**src/rtl/vga_pkg.sv**
```systemverilog
// Shared VGA 640x480@60 timing constants, colour type and test-pattern colours.
package vga_pkg;

    localparam int CLK_DIV  = 4;
    localparam int H_ACTIVE = 640;
    localparam int H_FP     = 16;
    localparam int H_SYNC   = 96;
    localparam int H_BP     = 48;
    localparam int V_ACTIVE = 480;
    localparam int V_FP     = 10;
    localparam int V_SYNC   = 2;
    localparam int V_BP     = 33;
    localparam int PIPE_DLY = 1;

    localparam int H_TOTAL  = H_ACTIVE + H_FP + H_SYNC + H_BP;
    localparam int V_TOTAL  = V_ACTIVE + V_FP + V_SYNC + V_BP;
    localparam int CNT_W    = 10;

    typedef logic [11:0] rgb_t;

    // One pipeline stage: sync levels travel with the colour they belong to.
    typedef struct packed {
        logic hs;
        logic vs;
        rgb_t rgb;
    } pix_t;

    localparam pix_t PIX_IDLE = '{hs: 1'b1, vs: 1'b1, rgb: 12'h000};

    localparam rgb_t BAR_WHITE   = 12'hFFF;
    localparam rgb_t BAR_YELLOW  = 12'hFF0;
    localparam rgb_t BAR_CYAN    = 12'h0FF;
    localparam rgb_t BAR_GREEN   = 12'h0F0;
    localparam rgb_t BAR_MAGENTA = 12'hF0F;

    // Bars are 128 pixels wide, so only indices 0..4 fall in the visible area.
    function automatic rgb_t bar_colour(input logic [2:0] idx);
        rgb_t c;
        case (idx)
            3'd0:    c = BAR_WHITE;
            3'd1:    c = BAR_YELLOW;
            3'd2:    c = BAR_CYAN;
            3'd3:    c = BAR_GREEN;
            3'd4:    c = BAR_MAGENTA;
            default: c = 12'h000;
        endcase
        return c;
    endfunction

endpackage

```
**src/rtl/vga_sync_counter.sv**
```systemverilog
// Pixel-tick divider plus horizontal/vertical raster counters, active-area flag,
// raw (undelayed) syncs and the frame-wrap pulse.
module vga_sync_counter
    import vga_pkg::*;
#(
    parameter int P_CLK_DIV  = CLK_DIV,
    parameter int P_H_ACTIVE = H_ACTIVE,
    parameter int P_H_FP     = H_FP,
    parameter int P_H_SYNC   = H_SYNC,
    parameter int P_H_BP     = H_BP,
    parameter int P_V_ACTIVE = V_ACTIVE,
    parameter int P_V_FP     = V_FP,
    parameter int P_V_SYNC   = V_SYNC,
    parameter int P_V_BP     = V_BP
) (
    input  logic             i_clk,
    input  logic             i_rst_n,
    output logic [CNT_W-1:0] o_h_cnt,
    output logic [CNT_W-1:0] o_v_cnt,
    output logic             o_valid,
    output logic             o_pix_tick,
    output logic             o_frame_start,
    output logic             o_hs_raw,
    output logic             o_vs_raw
);

    localparam int P_H_TOTAL = P_H_ACTIVE + P_H_FP + P_H_SYNC + P_H_BP;
    localparam int P_V_TOTAL = P_V_ACTIVE + P_V_FP + P_V_SYNC + P_V_BP;
    localparam int DIV_W     = (P_CLK_DIV > 1) ? $clog2(P_CLK_DIV) : 1;

    localparam logic [DIV_W-1:0] DIV_LAST = DIV_W'(P_CLK_DIV - 1);
    localparam logic [CNT_W-1:0] H_LAST   = CNT_W'(P_H_TOTAL - 1);
    localparam logic [CNT_W-1:0] V_LAST   = CNT_W'(P_V_TOTAL - 1);
    localparam logic [CNT_W-1:0] H_VIS    = CNT_W'(P_H_ACTIVE);
    localparam logic [CNT_W-1:0] V_VIS    = CNT_W'(P_V_ACTIVE);
    localparam logic [CNT_W-1:0] HS_BEG   = CNT_W'(P_H_ACTIVE + P_H_FP);
    localparam logic [CNT_W-1:0] HS_END   = CNT_W'(P_H_ACTIVE + P_H_FP + P_H_SYNC);
    localparam logic [CNT_W-1:0] VS_BEG   = CNT_W'(P_V_ACTIVE + P_V_FP);
    localparam logic [CNT_W-1:0] VS_END   = CNT_W'(P_V_ACTIVE + P_V_FP + P_V_SYNC);

    logic [DIV_W-1:0] r_div;
    logic [CNT_W-1:0] r_h_cnt;
    logic [CNT_W-1:0] r_v_cnt;
    logic             w_tick;
    logic             w_h_last;
    logic             w_v_last;

    assign w_tick   = (r_div == DIV_LAST);
    assign w_h_last = (r_h_cnt == H_LAST);
    assign w_v_last = (r_v_cnt == V_LAST);

    always_ff @(posedge i_clk or negedge i_rst_n) begin
        if (!i_rst_n) begin
            r_div <= '0;
        end else if (w_tick) begin
            r_div <= '0;
        end else begin
            r_div <= r_div + 1'b1;
        end
    end

    always_ff @(posedge i_clk or negedge i_rst_n) begin
        if (!i_rst_n) begin
            r_h_cnt <= '0;
            r_v_cnt <= '0;
        end else if (w_tick) begin
            if (w_h_last) begin
                r_h_cnt <= '0;
                r_v_cnt <= w_v_last ? '0 : r_v_cnt + 1'b1;
            end else begin
                r_h_cnt <= r_h_cnt + 1'b1;
            end
        end
    end

    assign o_h_cnt       = r_h_cnt;
    assign o_v_cnt       = r_v_cnt;
    assign o_pix_tick    = w_tick;
    assign o_valid       = (r_h_cnt < H_VIS) && (r_v_cnt < V_VIS);
    assign o_frame_start = w_tick && w_h_last && w_v_last;
    assign o_hs_raw      = !((r_h_cnt >= HS_BEG) && (r_h_cnt < HS_END));
    assign o_vs_raw      = !((r_v_cnt >= VS_BEG) && (r_v_cnt < VS_END));

endmodule

```
**src/rtl/vga_timing_out.sv**
```systemverilog
// VGA output stage: raster timing plus a PIPE_DLY-tick delay line that keeps syncs
// and blanked colour aligned at the pins. VGA_TEST_PATTERN_EN adds a colour-bar source.
module vga_timing_out
    import vga_pkg::*;
#(
    parameter int CLK_DIV  = vga_pkg::CLK_DIV,
    parameter int H_ACTIVE = vga_pkg::H_ACTIVE,
    parameter int H_FP     = vga_pkg::H_FP,
    parameter int H_SYNC   = vga_pkg::H_SYNC,
    parameter int H_BP     = vga_pkg::H_BP,
    parameter int V_ACTIVE = vga_pkg::V_ACTIVE,
    parameter int V_FP     = vga_pkg::V_FP,
    parameter int V_SYNC   = vga_pkg::V_SYNC,
    parameter int V_BP     = vga_pkg::V_BP,
    parameter int PIPE_DLY = vga_pkg::PIPE_DLY
) (
    input  logic             clk,
    input  logic             rst_n,
    input  logic [11:0]      rgb_in,
`ifdef VGA_TEST_PATTERN_EN
    input  logic             pattern_sel,
`endif
    output logic [CNT_W-1:0] h_cnt,
    output logic [CNT_W-1:0] v_cnt,
    output logic             valid,
    output logic             pix_tick,
    output logic             frame_start,
    output logic             hsync,
    output logic             vsync,
    output logic [3:0]       vga_r,
    output logic [3:0]       vga_g,
    output logic [3:0]       vga_b
);

    logic [CNT_W-1:0] w_h_cnt;
    logic [CNT_W-1:0] w_v_cnt;
    logic             w_valid;
    logic             w_tick;
    logic             w_frame_start;
    logic             w_hs_raw;
    logic             w_vs_raw;
    rgb_t             w_colour;
    pix_t             w_stage_in;

    pix_t [PIPE_DLY-1:0] r_pipe;

    vga_sync_counter #(
        .P_CLK_DIV  (CLK_DIV),
        .P_H_ACTIVE (H_ACTIVE),
        .P_H_FP     (H_FP),
        .P_H_SYNC   (H_SYNC),
        .P_H_BP     (H_BP),
        .P_V_ACTIVE (V_ACTIVE),
        .P_V_FP     (V_FP),
        .P_V_SYNC   (V_SYNC),
        .P_V_BP     (V_BP)
    ) u_sync (
        .i_clk         (clk),
        .i_rst_n       (rst_n),
        .o_h_cnt       (w_h_cnt),
        .o_v_cnt       (w_v_cnt),
        .o_valid       (w_valid),
        .o_pix_tick    (w_tick),
        .o_frame_start (w_frame_start),
        .o_hs_raw      (w_hs_raw),
        .o_vs_raw      (w_vs_raw)
    );

    // Blanking is applied at capture so no later stage can leak colour outside the active area.
    always_comb begin
        w_colour = rgb_in;
`ifdef VGA_TEST_PATTERN_EN
        if (pattern_sel) begin
            w_colour = bar_colour(w_h_cnt[9:7]);
        end
`endif
        w_stage_in = '{hs: w_hs_raw, vs: w_vs_raw, rgb: (w_valid ? w_colour : 12'h000)};
    end

    always_ff @(posedge clk or negedge rst_n) begin
        if (!rst_n) begin
            for (int i = 0; i < PIPE_DLY; i++) begin
                r_pipe[i] <= PIX_IDLE;
            end
        end else if (w_tick) begin
            r_pipe[0] <= w_stage_in;
            for (int i = 1; i < PIPE_DLY; i++) begin
                r_pipe[i] <= r_pipe[i-1];
            end
        end
    end

    assign h_cnt       = w_h_cnt;
    assign v_cnt       = w_v_cnt;
    assign valid       = w_valid;
    assign pix_tick    = w_tick;
    assign frame_start = w_frame_start;
    assign hsync       = r_pipe[PIPE_DLY-1].hs;
    assign vsync       = r_pipe[PIPE_DLY-1].vs;
    assign vga_r       = r_pipe[PIPE_DLY-1].rgb[11:8];
    assign vga_g       = r_pipe[PIPE_DLY-1].rgb[7:4];
    assign vga_b       = r_pipe[PIPE_DLY-1].rgb[3:0];

endmodule

```
**config.mk**
```make
export PLATFORM = sky130hd
export DESIGN_NAME = vga_timing_out
export DESIGN_NICKNAME = d
export VERILOG_FILES = /design/src/rtl/vga_pkg.sv /design/src/rtl/vga_sync_counter.sv /design/src/rtl/vga_timing_out.sv
export SDC_FILE = /design/constraint.sdc
export NUM_CORES = 1
export LEC_CHECK = 0
export CAP_MARGIN = 40
export CORE_AREA = 2 2 57 72
export DETAILED_ROUTE_END_ITERATION = 10
export DIE_AREA = 0 0 59 74
export PLACE_DENSITY = 0.85
export SLEW_MARGIN = 40
export SYNTH_ARGS = -nofsm -noshare
export SYNTH_HDL_FRONTEND = slang
export SYNTH_SLANG_ARGS = --single-unit
```
**constraint.sdc**
```tcl
create_clock -name clk -period 3.1 [get_ports clk]
set_input_delay 0.31 -clock clk [delete_from_list [all_inputs] [get_ports clk]]
set_output_delay 0.31 -clock clk [all_outputs]
set_load 0.01 [all_outputs]
```
==> summary.md, run 1 <==
* 0.29 ns — insertion delay to the later sink of the worst-skew pair
* 0 — number of antenna violations at the first check in global routing
* 91 — Initial DRC Count
* 77.1% — Final Cycle Share
* 6510 µm — global-route wire length before repair
* 0.000362 V — maximum resistive drop on vdd
* 0.561 ns — Worst Tran Pin Value
* 1.13 ns — slack of the worst reg-to-reg path
* 2.08 ns — CP Data Arrival Time
* 251 — Post-layout nets
* 2.79 ns — Req. time, crit path
* yes — CTS tree
* 0.54 ns — Crit path largest cell delay
* 1504 — detailed-route via count
* 1770 µm² — cell area after synthesis
* 0 — quantity of gates resized following cts
* 0.08 ns — clock transition at the registers of the reported paths
* 36 — clock tree sinks
* 5 — number of buffers created by CTS
* reg2reg — worst hold-check path type
* dfrtp_1 — Yosys top cell by area
* 0.817 — routability congestion estimate from global placement
* 0 — grt total ovfl
* 0 ns — post-route setup TNS
* 51.0% — share of synthesized area occupied by flip-flops and latches
* 4 — number of iterations in the first detailed-routing pass
* 0 — count of inserted antenna diode cells
* u_sync.o_v_cnt[1] — Critical Path Source
* 2290 µm² — placed inst area
* 62.3% — Worst slew margin
* 39 — largest net degree at the start of global routing
* 0.0124 ns — setup skew after layout
* 36 — post-synthesis register bit count
* clkdlybuf4s50_1 — most common cell after layout, fill and taps aside
* 6 — worst-path maximum fanout
* 6 — cell count of the worst reg-to-reg path
* 2 — Max clock buf depth
* 2 — htree depth
* 0 — max-slew violation count
* 48.1% — top cell type's share of synthesized area
* 37 — Cell variety after synth
* 1.01 nW — static leakage
* 0 — number of synthesis warnings
* 0.419 GHz — highest clock rate
* 1437 — number of global-route vias before repair
* u_sync.r_div[0] — worst hold path startpoint
* 0 — number of hold violations in the final report
* dfrtp_1 — Post-synth top flop
* 5.51 — vias per std cell
* 19.7% — GRT Total Usage
* 180 — number of instances in the synthesized netlist
* 2.39 ns — Final Critical Period
* 0.431 ns — Hold WS
* 0 — Remaining DRCs
* 35.9% — synthesis-to-layout area growth
* 0 — number of enable-type register cells in the synthesized netlist
* 1 — Min-Delay Path Depth
* 0 — Final ANT Viol Nets
* dfrtp_1, o22ai_1, nand2_1, xnor2_1, inv_1 — top area cells in the synthesized netlist
* 0 — Finish-stage setup viols
* 199 — net count of the mapped netlist
* 48.0% — starting utilization of the core area
* inv_1 > ha_1 > and4bb_2 > nand4_1 > nor2_1 > clkdlybuf4s50_1 — cell-by-cell trace of the critical path
* reg2out — worst setup path class
* 3690 µm² — Core Region
* 51 — top-level port count
* false — setup repair after global routing missed its margin
* u_sync.o_h_cnt[0] — Crit Reg-Reg Startpoint
* 50 — IO buf count
* 4370 µm² — total die area
* 74 µm — Die Height
* 25 — cell row count
* 3820 µm — final WL
* clkdlybuf4s50_1 — crit path max-delay cell type
* 14.0 µm — Routed wire per std cell
* 2700 µm — HPWL after detailed placement
* register — CP Launch Type
* 59 µm — die width
* finished, final reports clean — outcome
* 374 nW/µm² — power per cell area
* clkdlybuf4s50_1, dfrtp_1, nand2_1, inv_1 — most used cells in the layout excluding fill and tap cells
* output pin — type of element capturing the critical path
* clkbuf_8 — cell chosen for the clock root
* 100% — share of flip-flops with an asynchronous set or reset
* 2410 µm² — post-route standard cell area excluding fillers
* u_sync.o_v_cnt[9] — reg-to-reg endpoint
* u_sync.r_div[0] — WHS Endpoint
* 7.30% — proportion of layout cells with a drive suffix above 1
* 9.84 µm² — Post-Syn Area per Cell
* 0 — # Max-Cap Violations
## final cells by class
class,count,area (µm²)
fill,307,1280
sequential,36,903
multi-input combinational,117,754
timing repair buffer,54,531
clock buffer,8,100
inverter,18,67.6
tap,40,50.0
## timing repair
item / CTS / global route
setup buffers: 0 / 0
hold buffers: 0 / 1
hold endpoints to repair: 0 / 13
## synth_stat cells, types with 5 or more instances
cell type and count:
nand3_1 5, nand2_1 21, xnor2_1 8, dfrtp_1 34
inv_1 18, clkbuf_1 7, and3_1 6, o22ai_1 13
nand4_1 8, ha_1 5, nor2_1 13
## kinds of logic (layout without fill, tap and decap cells)
group | after synthesis | after routing | synth area share, %
simple gates | 70 | 70 | 22.2
flops | 36 | 36 | 51.0
compound gates | 31 | 31 | 11.2
buf+inv | 27 | 80 | 6.36
xor+xnor | 9 | 9 | 4.45
fa+ha+maj | 5 | 5 | 3.53
mux | 2 | 2 | 1.20
## stage by stage
step,setup WS (ns),cells,total power (W),util [%]
floorplan,1.40,180,0.000502,-
global placement,1.07,264,0.000543,62.1
detailed placement,1.03,264,0.000544,62.1
CTS,0.688,272,0.000909,64.8
global route,0.565,273,0.000941,65.2
finish,0.711,273,0.000900,65.2
## state kept, by name (all words and copies together) (netlist names)
name,count
hsync,1
vsync,1
vga_b,4
u_sync.o_v_cnt,10
vga_g,4
u_sync.r_div,2
vga_r,4
u_sync.o_h_cnt,10
## worst max-delay path by stage
stage                             end  slack [ns]  depth (start not counted)
global placement          frame_start        1.07                          6
finish                    frame_start        0.71                          6
global route              frame_start        0.56                          6
CTS                       frame_start        0.69                          6
detailed placement        frame_start        1.03                          6
floorplan           u_sync.o_v_cnt[9]        1.40                          6
## layer usage
layer,global-route usage [%],vias up,routed length (µm)
met5,0,-,0
met4,7.07,0,49
met3,5.74,8,221
met2,34.6,51,1980
met1,22.6,720,1580
li1,-,725,-
## worst max-delay path, delay by kind of cell, from the launching register on
kind          cells  cell delay [ns]
fa+ha+maj         1             0.13
buf+inv           2             0.65
flops             1             0.44
simple gates      3             0.56
## where the power goes
group          total [W]  internal, W  switching, W
Combinational  0.0000542    0.0000324     0.0000218
Sequential      0.000482     0.000478    0.00000385
Clock           0.000364     0.000203      0.000161
Total           0.000900     0.000713      0.000187
(Power assumes the default switching activity.)
==> run 2, diff against run 1 <==
--- a/config.mk
+++ b/config.mk
@@ -6,10 +6,10 @@
 export NUM_CORES = 1
 export LEC_CHECK = 0
 export CAP_MARGIN = 40
-export CORE_AREA = 2 2 57 72
+export CORE_AREA = 2 2 62 78
 export DETAILED_ROUTE_END_ITERATION = 10
-export DIE_AREA = 0 0 59 74
-export PLACE_DENSITY = 0.85
+export DIE_AREA = 0 0 64 80
+export PLACE_DENSITY = 0.76
 export SLEW_MARGIN = 40
 export SYNTH_ARGS = -nofsm -noshare
 export SYNTH_HDL_FRONTEND = slang
==> constraint.sdc (replaced) <==
create_clock -name clk -period 2 [get_ports clk]
set_input_delay 0.2 -clock clk [delete_from_list [all_inputs] [get_ports clk]]
set_output_delay 0.2 -clock clk [all_outputs]
set_load 0.01 [all_outputs]
==> run 2 against run 1 <==
Compared with the run above: sequential power grew 55%; final cell count increased by 11%; critical path depth is 1 lower; clock power up 43%; sequential share of layout area down 1.7 points; power rose by 50%; die area grew 17%; combinational power rose by 55%; cell area grew 4.7%; flip-flop and latch count stayed put; clock skew is 0.0042 ns lower; critical path type unchanged.
==> summary.md, run 2 (synthesis gave the netlist of run 1 again) <==
* 536 nW/µm² — power per cell area, +43%
* 1446 — number of global-route vias before repair, +0.63%
* 2520 µm² — post-route standard cell area excluding fillers, +4.7%
* 0 — Final ANT Viol Nets, unchanged
* reg2out — worst setup path class
* 57.8% — post-layout utilization of the core, -7.4 points
* 65.1% — Worst slew margin, +2.8 points
* finished, final reports clean — outcome
* 0 ns — post-route setup TNS, unchanged
* valid — endpoint of the most critical setup path
* 16.8% — GRT Total Usage, -2.9 points
* 0 — grt total ovfl, unchanged
* in2async — worst hold-check path type
* 0 — count of inserted antenna diode cells, unchanged
* 0 — Finish-stage setup viols, unchanged
* 0 — number of hold violations in the final report, unchanged
* 0 — number of antenna violations at the first check in global routing, unchanged
* 36 — clock tree sinks, unchanged
* 2410 µm² — placed inst area, +5.1%
* 0.28 ns — insertion delay to the later sink of the worst-skew pair, about the same
* yes — CTS tree
* 27 — cell row count, +8.0%
* 51 — top-level port count, unchanged
* 50 — IO buf count, unchanged
* 94.6% — Final Cycle Share
* 0.860 — routability congestion estimate from global placement, +5.2%
* 6750 µm — global-route wire length before repair, +3.6%
* 0.518 ns — Worst Tran Pin Value, -0.0428 ns
* 7 — cell count of the worst reg-to-reg path, +1
* clkbuf_8 — cell chosen for the clock root
* 2 — Max clock buf depth, unchanged
* 4 — number of iterations in the first detailed-routing pass, unchanged
* 5120 µm² — total die area, +17%
* u_sync.o_v_cnt[1] — Crit Reg-Reg Startpoint
* clkdlybuf4s50_1 — most common cell after layout, fill and taps aside
* 80 µm — Die Height, +8.1%
* 0.339 ns — Hold WS, -0.0920 ns
* 4360 µm² — Core Region, +18%
* 6 — worst-path maximum fanout, unchanged
* 0.28 ns — slack of the worst reg-to-reg path, -0.85 ns
* 13.0 µm — Routed wire per std cell, -7.4%
* 0.00823 ns — setup skew after layout, -0.00420 ns
* 0 — max-slew violation count, unchanged
* 0.000325 V — maximum resistive drop on vdd, -10%
* output pin — type of element capturing the critical path
* u_sync.o_v_cnt[9] — reg-to-reg endpoint
* 0 — # hold bufs at CTS, unchanged
* 0 — # Max-Cap Violations, unchanged
* 1487 — detailed-route via count, -1.1%
* 0 — Remaining DRCs, unchanged
* false — setup repair after global routing missed its margin
* 2 — htree depth, unchanged
* 12.7% — proportion of layout cells with a drive suffix above 1, +5.4 points
* 263 — Post-layout nets, +4.8%
* 1.80 ns — Req. time, crit path, -0.99 ns
* clkdlybuf4s50_1, dfrtp_1, nand2_1, inv_1, buf_4 — most used cells in the layout excluding fill and tap cells
* 0.528 GHz — highest clock rate
* 39 — largest net degree at the start of global routing, unchanged
* 49 — Initial DRC Count, -46%
* 64 µm — die width, +8.5%
* u_sync.o_v_cnt[5] — Critical Path Source
* 1.89 ns — Final Critical Period
* 4.91 — vias per std cell, -11%
* register — CP Launch Type
* 1.69 ns — CP Data Arrival Time, -0.39 ns
* 5 — number of buffers created by CTS, unchanged
* 2810 µm — HPWL after detailed placement, +4.0%
* 42.3% — synthesis-to-layout area growth
* 1.07 nW — static leakage, +6.3%
* 40.6% — starting utilization of the core area, -7.3 points
* 3930 µm — final WL, +2.8%
* 0.07 ns — clock transition at the registers of the reported paths, about the same
-- run 2: how the worst min path moves through the flow --
stage,startpoint,to,slack [ns]
floorplan,rst_n,u_sync.o_h_cnt[0],-0.1
global placement,u_sync.r_div[0],u_sync.r_div[0],0.41
detailed placement,u_sync.r_div[0],u_sync.r_div[0],0.42
CTS,rst_n,u_sync.o_h_cnt[3],0.35
global route,rst_n,u_sync.o_h_cnt[8],0.40
finish,rst_n,u_sync.o_h_cnt[3],0.34
-- run 2: what timing repair did --
item	in CTS	in global routing
resized for setup	3	3
buffers inserted	1	0
setup endpoints to repair	2	3
pin swaps	0	0
endpoints found under the hold margin	0	0
gates cloned	0	0
-- run 2: worst max-delay path, stage by stage, from the launching register on --
cell and delay [ns]:
dfrtp_1 0.39, buf_4 0.16, nand4_1 0.14, nand3b_1 0.11, inv_1 0.06, clkdlybuf4s50_1 0.54
-- run 2: cell type report --
type,count,area (µm²)
well taps,58,72.6
inverters,18,67.6
flip-flops and latches,36,903
fillers,383,1840
clock buffers,8,90.1
repair buffers,66,623
multi-input cells,117,763
-- run 2: where the power goes --
part	internal (W)	switching, W	total [W]
logic	0.0000506	0.0000335	0.0000841
clock network	0.000281	0.000239	0.000519
registers	0.000741	0.00000566	0.000746
-- run 2: metrics by stage --
stage / worst slack [ns] / std cells / power, W
3_3_place_gp: 0.115 / 294 / 0.000845
4_1_cts: 0.0181 / 303 / 0.00137
5_1_grt: 0.00743 / 303 / 0.00140
6_report: 0.108 / 303 / 0.00135
3_5_place_dp: 0.109 / 294 / 0.000846
2_1_floorplan: 0.303 / 180 / 0.000778
-- run 2: metal layers --
metal	part of all wire [%]	track usage [%]
met3	4.8	3.39
met5	0	0
met4	1.2	5.87
met2	50	27.6
met1	44	22.0
